File: src/rtl/jtkiwi_shrarb_if.sv
// jtkiwi_shrarb_if
// Bundles the shared-RAM arbiter bus: both CPU request/response ports plus the
// single-port RAM port and the busy flag.
//   main_* : main Z80 request (cs/rnw/addr/din in, dout/ack out of the arbiter)
//   sub_*  : sub/sound Z80 request, same shape as main_*
//   ram_*  : synchronous RAM port (addr/din/we out of the arbiter, dout in)
//   busy   : arbiter in the ADDR or DATA phase
// Modports: slave = the arbiter, master = CPUs + RAM side.
interface jtkiwi_shrarb_if #(
  parameter int AW = 13,
  parameter int DW = 8
);
  logic          main_cs;
  logic          main_rnw;
  logic [AW-1:0] main_addr;
  logic [DW-1:0] main_din;
  logic [DW-1:0] main_dout;
  logic          main_ack;

  logic          sub_cs;
  logic          sub_rnw;
  logic [AW-1:0] sub_addr;
  logic [DW-1:0] sub_din;
  logic [DW-1:0] sub_dout;
  logic          sub_ack;

  logic [AW-1:0] ram_addr;
  logic [DW-1:0] ram_din;
  logic          ram_we;
  logic [DW-1:0] ram_dout;

  logic          busy;

  modport slave (
    input  main_cs, main_rnw, main_addr, main_din,
    output main_dout, main_ack,
    input  sub_cs, sub_rnw, sub_addr, sub_din,
    output sub_dout, sub_ack,
    output ram_addr, ram_din, ram_we,
    input  ram_dout,
    output busy
  );

  modport master (
    output main_cs, main_rnw, main_addr, main_din,
    input  main_dout, main_ack,
    output sub_cs, sub_rnw, sub_addr, sub_din,
    input  sub_dout, sub_ack,
    input  ram_addr, ram_din, ram_we,
    output ram_dout,
    input  busy
  );
endinterface

File: src/rtl/jtkiwi_shrarb.sv
// jtkiwi_shrarb
// Serialises main and sub Z80 accesses onto the single-port synchronous 8 kB
// shared RAM. Each access takes IDLE(grant) -> ADDR -> DATA -> IDLE, with the
// ack pulse and read data presented in the cycle after DATA.
// Ports:
//   clk      : 24 MHz CPU clock
//   rstn     : asynchronous active-low reset
//   sub_rstn : sub CPU running; low masks sub requests and suppresses its ack
//   bus      : jtkiwi_shrarb_if.slave (main_*, sub_*, ram_*, busy)
// Build option: define JTKIWI_SHRARB_FAIR_EN for round-robin arbitration;
// otherwise main has fixed priority.
module jtkiwi_shrarb #(
  parameter int AW = 13,
  parameter int DW = 8
) (
  input  logic           clk,
  input  logic           rstn,
  input  logic           sub_rstn,
  jtkiwi_shrarb_if.slave bus
);

  typedef enum logic [1:0] {
    S_IDLE = 2'd0,
    S_ADDR = 2'd1,
    S_DATA = 2'd2
  } state_t;

  state_t        r_state;
  logic          r_sel_sub;
  logic          r_rnw;
  logic [AW-1:0] r_ram_addr;
  logic [DW-1:0] r_ram_din;
  logic          r_ram_we;
  logic [DW-1:0] r_main_dout;
  logic [DW-1:0] r_sub_dout;
  logic          r_main_ack;
  logic          r_sub_ack;
  logic          r_main_done;
  logic          r_sub_done;
  logic          r_busy;
`ifdef JTKIWI_SHRARB_FAIR_EN
  logic          r_next_sub;   // 1 = sub wins the next simultaneous request
`endif

  logic          w_main_elig;
  logic          w_sub_elig;
  logic          w_req;
  logic          w_pick_sub;
  logic          w_rnw;
  logic [AW-1:0] w_addr;
  logic [DW-1:0] w_din;

  always_comb begin
    w_main_elig = bus.main_cs & ~r_main_done;
    w_sub_elig  = bus.sub_cs & ~r_sub_done & sub_rstn;
    w_req       = w_main_elig | w_sub_elig;
`ifdef JTKIWI_SHRARB_FAIR_EN
    w_pick_sub  = w_sub_elig & (~w_main_elig | r_next_sub);
`else
    w_pick_sub  = w_sub_elig & ~w_main_elig;
`endif
    w_rnw  = w_pick_sub ? bus.sub_rnw  : bus.main_rnw;
    w_addr = w_pick_sub ? bus.sub_addr : bus.main_addr;
    w_din  = w_pick_sub ? bus.sub_din  : bus.main_din;
  end

  always_ff @(posedge clk or negedge rstn) begin
    if (!rstn) begin
      r_state     <= S_IDLE;
      r_sel_sub   <= 1'b0;
      r_rnw       <= 1'b1;
      r_ram_addr  <= '0;
      r_ram_din   <= '0;
      r_ram_we    <= 1'b0;
      r_main_dout <= '0;
      r_sub_dout  <= '0;
      r_main_ack  <= 1'b0;
      r_sub_ack   <= 1'b0;
      r_main_done <= 1'b0;
      r_sub_done  <= 1'b0;
      r_busy      <= 1'b0;
`ifdef JTKIWI_SHRARB_FAIR_EN
      r_next_sub  <= 1'b0;
`endif
    end else begin
      r_main_ack <= 1'b0;
      r_sub_ack  <= 1'b0;
      r_ram_we   <= 1'b0;

      // done clears whenever cs is low; a set in DATA below overrides this
      // (cs is necessarily high while its transaction is in flight).
      if (!bus.main_cs)
        r_main_done <= 1'b0;
      if (!bus.sub_cs || !sub_rstn)
        r_sub_done <= 1'b0;

      case (r_state)
        S_IDLE: begin
          if (w_req) begin
            r_sel_sub  <= w_pick_sub;
            r_rnw      <= w_rnw;
            r_ram_addr <= w_addr;
            r_ram_din  <= w_din;
            r_ram_we   <= ~w_rnw;
            r_busy     <= 1'b1;
            r_state    <= S_ADDR;
`ifdef JTKIWI_SHRARB_FAIR_EN
            r_next_sub <= ~w_pick_sub;
`endif
          end
        end
        S_ADDR: begin
          r_state <= S_DATA;
        end
        S_DATA: begin
          r_state <= S_IDLE;
          r_busy  <= 1'b0;
          if (r_sel_sub) begin
            // A sub CPU put into reset mid-access gets no ack; the RAM side
            // of the access has already completed.
            if (sub_rstn) begin
              r_sub_ack  <= 1'b1;
              r_sub_done <= 1'b1;
              if (r_rnw)
                r_sub_dout <= bus.ram_dout;
            end
          end else begin
            r_main_ack  <= 1'b1;
            r_main_done <= 1'b1;
            if (r_rnw)
              r_main_dout <= bus.ram_dout;
          end
        end
        default: begin
          r_state <= S_IDLE;
          r_busy  <= 1'b0;
        end
      endcase
    end
  end

  assign bus.ram_addr  = r_ram_addr;
  assign bus.ram_din   = r_ram_din;
  assign bus.ram_we    = r_ram_we;
  assign bus.main_dout = r_main_dout;
  assign bus.main_ack  = r_main_ack;
  assign bus.sub_dout  = r_sub_dout;
  assign bus.sub_ack   = r_sub_ack;
  assign bus.busy      = r_busy;

endmodule
File: src/flat_wrapper.sv
// flat-port wrapper written by rule: the top's interface ports become plain ports
module jtkiwi_shrarb_flat 
#(
  parameter int AW = 13,
  parameter int DW = 8
)
  (clk, rstn, sub_rstn, bus_main_cs, bus_main_rnw, bus_main_addr, bus_main_din, bus_main_dout, bus_main_ack, bus_sub_cs, bus_sub_rnw, bus_sub_addr, bus_sub_din, bus_sub_dout, bus_sub_ack, bus_ram_addr, bus_ram_din, bus_ram_we, bus_ram_dout, bus_busy);
  jtkiwi_shrarb_if #(.AW(AW), .DW(DW)) bus_i ();
  input  logic clk;
  input  logic rstn;
  input  logic sub_rstn;
  input wire logic [$bits(bus_i.main_cs)-1:0] bus_main_cs;
  input wire logic [$bits(bus_i.main_rnw)-1:0] bus_main_rnw;
  input wire logic [$bits(bus_i.main_addr)-1:0] bus_main_addr;
  input wire logic [$bits(bus_i.main_din)-1:0] bus_main_din;
  output wire logic [$bits(bus_i.main_dout)-1:0] bus_main_dout;
  output wire logic [$bits(bus_i.main_ack)-1:0] bus_main_ack;
  input wire logic [$bits(bus_i.sub_cs)-1:0] bus_sub_cs;
  input wire logic [$bits(bus_i.sub_rnw)-1:0] bus_sub_rnw;
  input wire logic [$bits(bus_i.sub_addr)-1:0] bus_sub_addr;
  input wire logic [$bits(bus_i.sub_din)-1:0] bus_sub_din;
  output wire logic [$bits(bus_i.sub_dout)-1:0] bus_sub_dout;
  output wire logic [$bits(bus_i.sub_ack)-1:0] bus_sub_ack;
  output wire logic [$bits(bus_i.ram_addr)-1:0] bus_ram_addr;
  output wire logic [$bits(bus_i.ram_din)-1:0] bus_ram_din;
  output wire logic [$bits(bus_i.ram_we)-1:0] bus_ram_we;
  input wire logic [$bits(bus_i.ram_dout)-1:0] bus_ram_dout;
  output wire logic [$bits(bus_i.busy)-1:0] bus_busy;
  assign bus_i.main_cs = bus_main_cs;
  assign bus_i.main_rnw = bus_main_rnw;
  assign bus_i.main_addr = bus_main_addr;
  assign bus_i.main_din = bus_main_din;
  assign bus_main_dout = bus_i.main_dout;
  assign bus_main_ack = bus_i.main_ack;
  assign bus_i.sub_cs = bus_sub_cs;
  assign bus_i.sub_rnw = bus_sub_rnw;
  assign bus_i.sub_addr = bus_sub_addr;
  assign bus_i.sub_din = bus_sub_din;
  assign bus_sub_dout = bus_i.sub_dout;
  assign bus_sub_ack = bus_i.sub_ack;
  assign bus_ram_addr = bus_i.ram_addr;
  assign bus_ram_din = bus_i.ram_din;
  assign bus_ram_we = bus_i.ram_we;
  assign bus_i.ram_dout = bus_ram_dout;
  assign bus_busy = bus_i.busy;
  jtkiwi_shrarb #(.AW(AW), .DW(DW)) u_core (.clk(clk), .rstn(rstn), .sub_rstn(sub_rstn), .bus(bus_i));
endmodule
File: config.mk
export PLATFORM = sky130hd
export DESIGN_NAME = jtkiwi_shrarb_flat
export DESIGN_NICKNAME = d
export VERILOG_FILES = /design/src/rtl/jtkiwi_shrarb_if.sv /design/src/rtl/jtkiwi_shrarb.sv /design/src/flat_wrapper.sv
export SDC_FILE = /design/constraint.sdc
export NUM_CORES = 1
export LEC_CHECK = 0
export ABC_AREA = 1
export BUFFER_PORTS_ARGS = -buffer_cell sky130_fd_sc_hd__clkbuf_2
export CAP_MARGIN = 20
export CORE_UTILIZATION = 46
export DETAILED_ROUTE_END_ITERATION = 7
export GPL_TIMING_DRIVEN = 1
export PLACE_DENSITY_LB_ADDON = 0.2
export REMOVE_ABC_BUFFERS = 1
export SLEW_MARGIN = 20
export SYNTH_ARGS = -nofsm -noshare
export SYNTH_HDL_FRONTEND = slang
export SYNTH_SLANG_ARGS = --single-unit
File: constraint.sdc
create_clock -name clk -period 1.6 [get_ports clk]
set_input_delay 0.4 -clock clk [delete_from_list [all_inputs] [get_ports clk]]
set_output_delay 0.4 -clock clk [all_outputs]
set_load 0.005 [all_outputs]
After elaboration in Yosys (flattened, before gate mapping)
Cells that the tools add are included.
{"block": "totals", "ff_bits": 47, "inputBits": 57, "wordCells": 56}
{"block": "op_classes", "n_eq_ne": 3, "n_mux": 21, "bitwise": 11, "reduce_logical": 8}
{"cell": "2-to-1 mux 1 bit", "count": 16}
{"cell": "2-to-1 mux 13 bit", "count": 1}
{"cell": "2-to-1 mux 8 bit", "count": 1}
{"cell": "NOT 1 bit", "count": 6}
{"cell": "bitwise AND 1 bit", "count": 4}
{"cell": "case mux 2 bit (2 select lines)", "count": 1}
{"cell": "AND reduction 2 bit", "count": 2}
{"cell": "AND reduction 4 bit", "count": 1}
{"cell": "AND reduction 3 bit", "count": 1}
{"cell": "equality test 2 x 1 -> 1 bit, second input constant", "count": 1}
{"cell": "equality test 2 bit, second input constant", "count": 1}
{"cell": "logical NOT 1 bit", "count": 2}
{"cell": "logical NOT 2 bit", "count": 1}
{"cell": "2-to-1 mux 2 bit", "count": 1}
{"cell": "!= test 2 x 1 -> 1 bit, second input constant", "count": 1}
{"cell": "case mux 1 bit (2 select lines)", "count": 1}
{"cell": "logical OR 1 bit", "count": 1}
{"cell": "OR 1 bit", "count": 1}

Longest topological paths before layout
{"block": "depth", "word_depth": 8, "depth_mapped": 8}

Worst setup path before layout
Ideal clock, no wire load.
{"block": "synth_timing", "path_kind": "in2reg", "start": "input port bus_main_cs", "end": "register u_core.r_ram_addr[1] (netlist: u_core.bus.ram_addr[1])", "setup_ns": 0.117, "arrival_ns": 1.054, "required_time_ns": 1.483, "path_slack_ns": 0.429, "stages": 7, "n_path_buf": 1, "path_cell_list": "nand2_1 -> nand2_1 -> nand2_2 -> inv_2 -> buf_2 -> nand2_1 -> nand2_1"}
{"block": "synth_via", "elab_chain_cells": 4}
{"item": "start, declared", "line_no": "flat_wrapper.sv:12", "source": "input wire logic [$bits(bus_i.main_cs)-1:0] bus_main_cs;"}
{"item": "bitwise AND 1 bit *", "line_no": "jtkiwi_shrarb.sv:54", "source": "w_main_elig = bus.main_cs & ~r_main_done;"}
{"item": "NOT 1 bit", "line_no": "jtkiwi_shrarb.sv:60", "source": "w_pick_sub = w_sub_elig & ~w_main_elig;"}
{"item": "bitwise AND 1 bit", "line_no": "jtkiwi_shrarb.sv:60"}
{"item": "2-to-1 mux 13 bit", "line_no": "jtkiwi_shrarb.sv:63", "source": "w_addr = w_pick_sub ? bus.sub_addr : bus.main_addr;"}
{"item": "end signal, assigned", "line_no": "jtkiwi_shrarb.sv:102", "source": "r_ram_addr <= w_addr;"}
{"item": "end, declared", "line_no": "jtkiwi_shrarb.sv:31", "source": "logic [AW-1:0] r_ram_addr;"}
Every way passes the cells marked *; elsewhere a longest branch is shown, timed or not.
A chain may end at the register's enable or synchronous reset.

Worst setup path in the final report
{"block": "layout_timing", "start": "register u_core.r_state[1]", "end": "register u_core.r_sub_dout[0] (netlist: u_core.bus.sub_dout[0])"}
{"block": "layout_via", "elab_chain_cells": 2}
{"item": "start, declared", "line_no": "jtkiwi_shrarb.sv:28", "source": "state_t r_state;"}
{"item": "start signal, assigned", "line_no": "jtkiwi_shrarb.sv:69", "source": "r_state <= S_IDLE;"}
{"item": "start signal, assigned", "line_no": "jtkiwi_shrarb.sv:106", "source": "r_state <= S_ADDR;"}
{"item": "start signal, assigned", "line_no": "jtkiwi_shrarb.sv:113", "source": "r_state <= S_DATA;"}
{"item": "equality test 2 bit", "line_no": "jtkiwi_shrarb.sv:97", "source": "case (r_state)"}
{"item": "AND reduction 4 bit (no line)"}
{"item": "end signal, assigned", "line_no": "jtkiwi_shrarb.sv:125", "source": "r_sub_dout <= bus.ram_dout;"}
{"item": "end, declared", "line_no": "jtkiwi_shrarb.sv:35", "source": "logic [DW-1:0] r_sub_dout;"}
No other way between the ends.

==> flow_summary.ini <==
[run_status]
status = finished, final reports clean

[timing]
hold_slack_ns = 0.0678
fin_worst_skew_ns = 0.00738
fmaxAchievable_ghz = 0.781
finalSetupViolCount = 0
relSlewSlack = 0.710
final_hold_viol_count = 0
rsz0062_at_grt = false
min_period_over_period = 0.800
tns_ns = 0
layout_setup_ws_ns = 0.319
report.final.slew_viol_count = 0
final.min_clock_period_ns = 1.28
tightest_slew_ns = 0.433

[logic_synthesis]
synth_most_common_cell = nand2_1
yosysTopAreaCell = dfrtp_1
synth_seq_cells = 47
ys_types = 16
async_reset_ff_frac = 1.00
synth.top_cell.area_share = 0.553
avgSynthCellArea_um2 = 8.01
synth_warnings = 0
ys_seq_area_frac = 0.565
yosys_most_used_dff = dfrtp_1
syn_area_um2 = 2080
synth_area_leaders = dfrtp_1 55%, nand2_1 24%, nand3_1 5.8%, o21ai_1 4.1%, buf_2 2.4%
synthTopCellsByCount = 133 x nand2_1, 46 x dfrtp_1, 24 x nand3_1
synth_edf_count = 0
synthCells = 260

[global_routing]
grt_max_degree = 48
track_usage = 0.201
gr-total-overflow = 0
first_global_vias = 1757
grt_pass1_wl_um = 7850
antenna_found_initial = 0

[power_and_ir_drop]
clockPowerShare = 0.199
ir_drop_mv = 0.674
netSwitchingFraction = 0.352
total_leakage_power_nw = 1.66
seqPwrFrac = 0.443
power_switching_mw = 1.57
power_mw = 4.46
p_int_mw = 2.89
power.density_nw_per_um2 = 1620
p_comb_frac = 0.358

[die]
fp.dieH_um = 69.3
fp.coreArea_um2 = 4350
ioPinCount = 98
die-area_um2 = 4800
initial_core_util = 0.478
dieWidth_um = 69.3
num_rows = 24

[route]
drc = 0
drtAntennaViolNets = 0
wl_um = 4530
dr.pass1.iters = 4
drt_iter0_drc = 88
dr_total_vias = 1885
via_per_inst = 4.59
wl_per_cell_um = 11.0

[run]
drv_cap = 0

[clock_network]
cts_tree = done
cts_hold_buffers = 0
cts_root_buf = clkbuf_8
path_clk_slew_ns = 0.09
post_cts_resized = 0
clockBufferDepth = 2
clock_latency_ns = 0.29
h-tree-depth = 2
cts_buffers = 5
postCtsSetupBuffers = 0
cts_num_sinks = 47

[hold_path]
hold_class = input port to asynchronous set/reset pin

[layout]
fin_util = 0.631
drive_above_1_share = 0.337
nFillCells = 374
fin_area_um2 = 2750
antenna_cells = 0
syn_to_final_growth_pct = 31.9
instances_no_fill = 411
layout.nets = 415

[place]
dpl_worst_slack_ns = 0.138
placed_cells = 403
io_buffers = 97
placed_cell_area_um2 = 2630
dp_hpwl_um = 3190
gp_congestion = 0.804

[critical_path]
worstSetupPathType = register to register
end_kind = register
rr_worst_depth = 5
critPathMaxFanout = 16
cp-start-kind = register
cp.arrival_ns = 1.45
crit_required_ns = 1.77
## power by group through the flow
stage | registers (mW) | clock network (mW) | logic (mW)
after global placement | 1.99 | 0 | 1.59
after global routing | 2.04 | 0.961 | 1.83
after floorplan | 2.01 | 0 | 0.804
after detailed placement | 1.99 | 0 | 1.63
after CTS | 1.98 | 0.911 | 1.63
final | 1.97 | 0.887 | 1.60
## sequential cells by signal, indices dropped and copies added, names as in the netlist, 2 cells and up
name                  count
u_core.bus.ram_din        8
u_core.bus.ram_addr      13
u_core.bus.main_dout      8
u_core.r_state            2
u_core.bus.sub_dout       8
## routing by layer
layer	routed length [µm]	up-vias	GRT usage
met5	0	-	0
met4	48	0	0.0590
met3	279	5	0.0610
met2	2020	71	0.299
met1	2180	806	0.284
li1	-	1003	-
## kinds of logic (layout without fill, tap and decap cells)
kind of cell           Yosys count  count (layout)  share of synthesized area
AND/OR/NAND/NOR                167             167                      0.333
flip-flops                      47              47                      0.565
AO/OA/AOI/OAI                   19              19                     0.0456
buffers and inverters           27             126                     0.0565
## worst max-delay path, cell delays in order (launching register included)
cell and delay [ns]:
dfrtp_1 0.40, inv_2 0.07, nor2_4 0.13, nand4_2 0.34
nand2_1 0.15, o21ai_1 0.07
## cell type report
| type | instances | area, µm² | area share |
|---|---|---|---|
| clock buffer | 6 | 82.6 | 0.0301 |
| clock inverter | 2 | 35.0 | 0.0128 |
| inverter | 15 | 56.3 | 0.0205 |
| multi-input combinational | 186 | 788 | 0.287 |
| sequential | 47 | 1180 | 0.429 |
| tap | 52 | 65.1 | 0.0237 |
| timing repair buffer | 103 | 543 | 0.198 |
## layout by cell type, fill, tap and decap left out, types with 2 or more instances in the layout
| master | count |
|---|---|
| nor2_1 | 4 |
| o21ai_0 | 2 |
| dfrtp_1 | 46 |
| buf_4 | 5 |
| inv_1 | 12 |
| nor2_4 | 2 |
| o21ai_1 | 17 |
| nand3_1 | 24 |
| clkbuf_2 | 97 |
| nand2_2 | 2 |
| nand2_1 | 133 |
| inv_2 | 3 |
| clkbuf_8 | 6 |
## worst paths after layout
kind | end | slack [ns] | startpoint
worst min-delay path | u_core.bus.sub_dout[3]$_DFFE_PN0P_ | 0.07 | rstn
worst min register to register | u_core.bus.ram_addr[6]$_DFFE_PN0P_ | 0.48 | u_core.bus.ram_addr[6]$_DFFE_PN0P_
max in group asynchronous | u_core.r_rnw$_DFFE_PN1P_ | 1.25 | rstn
worst max-delay path | u_core.bus.sub_dout[0]$_DFFE_PN0P_ | 0.32 | u_core.r_state[1]$_DFFE_PN0P_
min in group clk | u_core.r_main_done$_DFF_PN0_ | 0.33 | bus_main_cs
worst max register to register | u_core.bus.sub_dout[0]$_DFFE_PN0P_ | 0.32 | u_core.r_state[1]$_DFFE_PN0P_
Note: power is estimated with default switching activity, not from simulation.
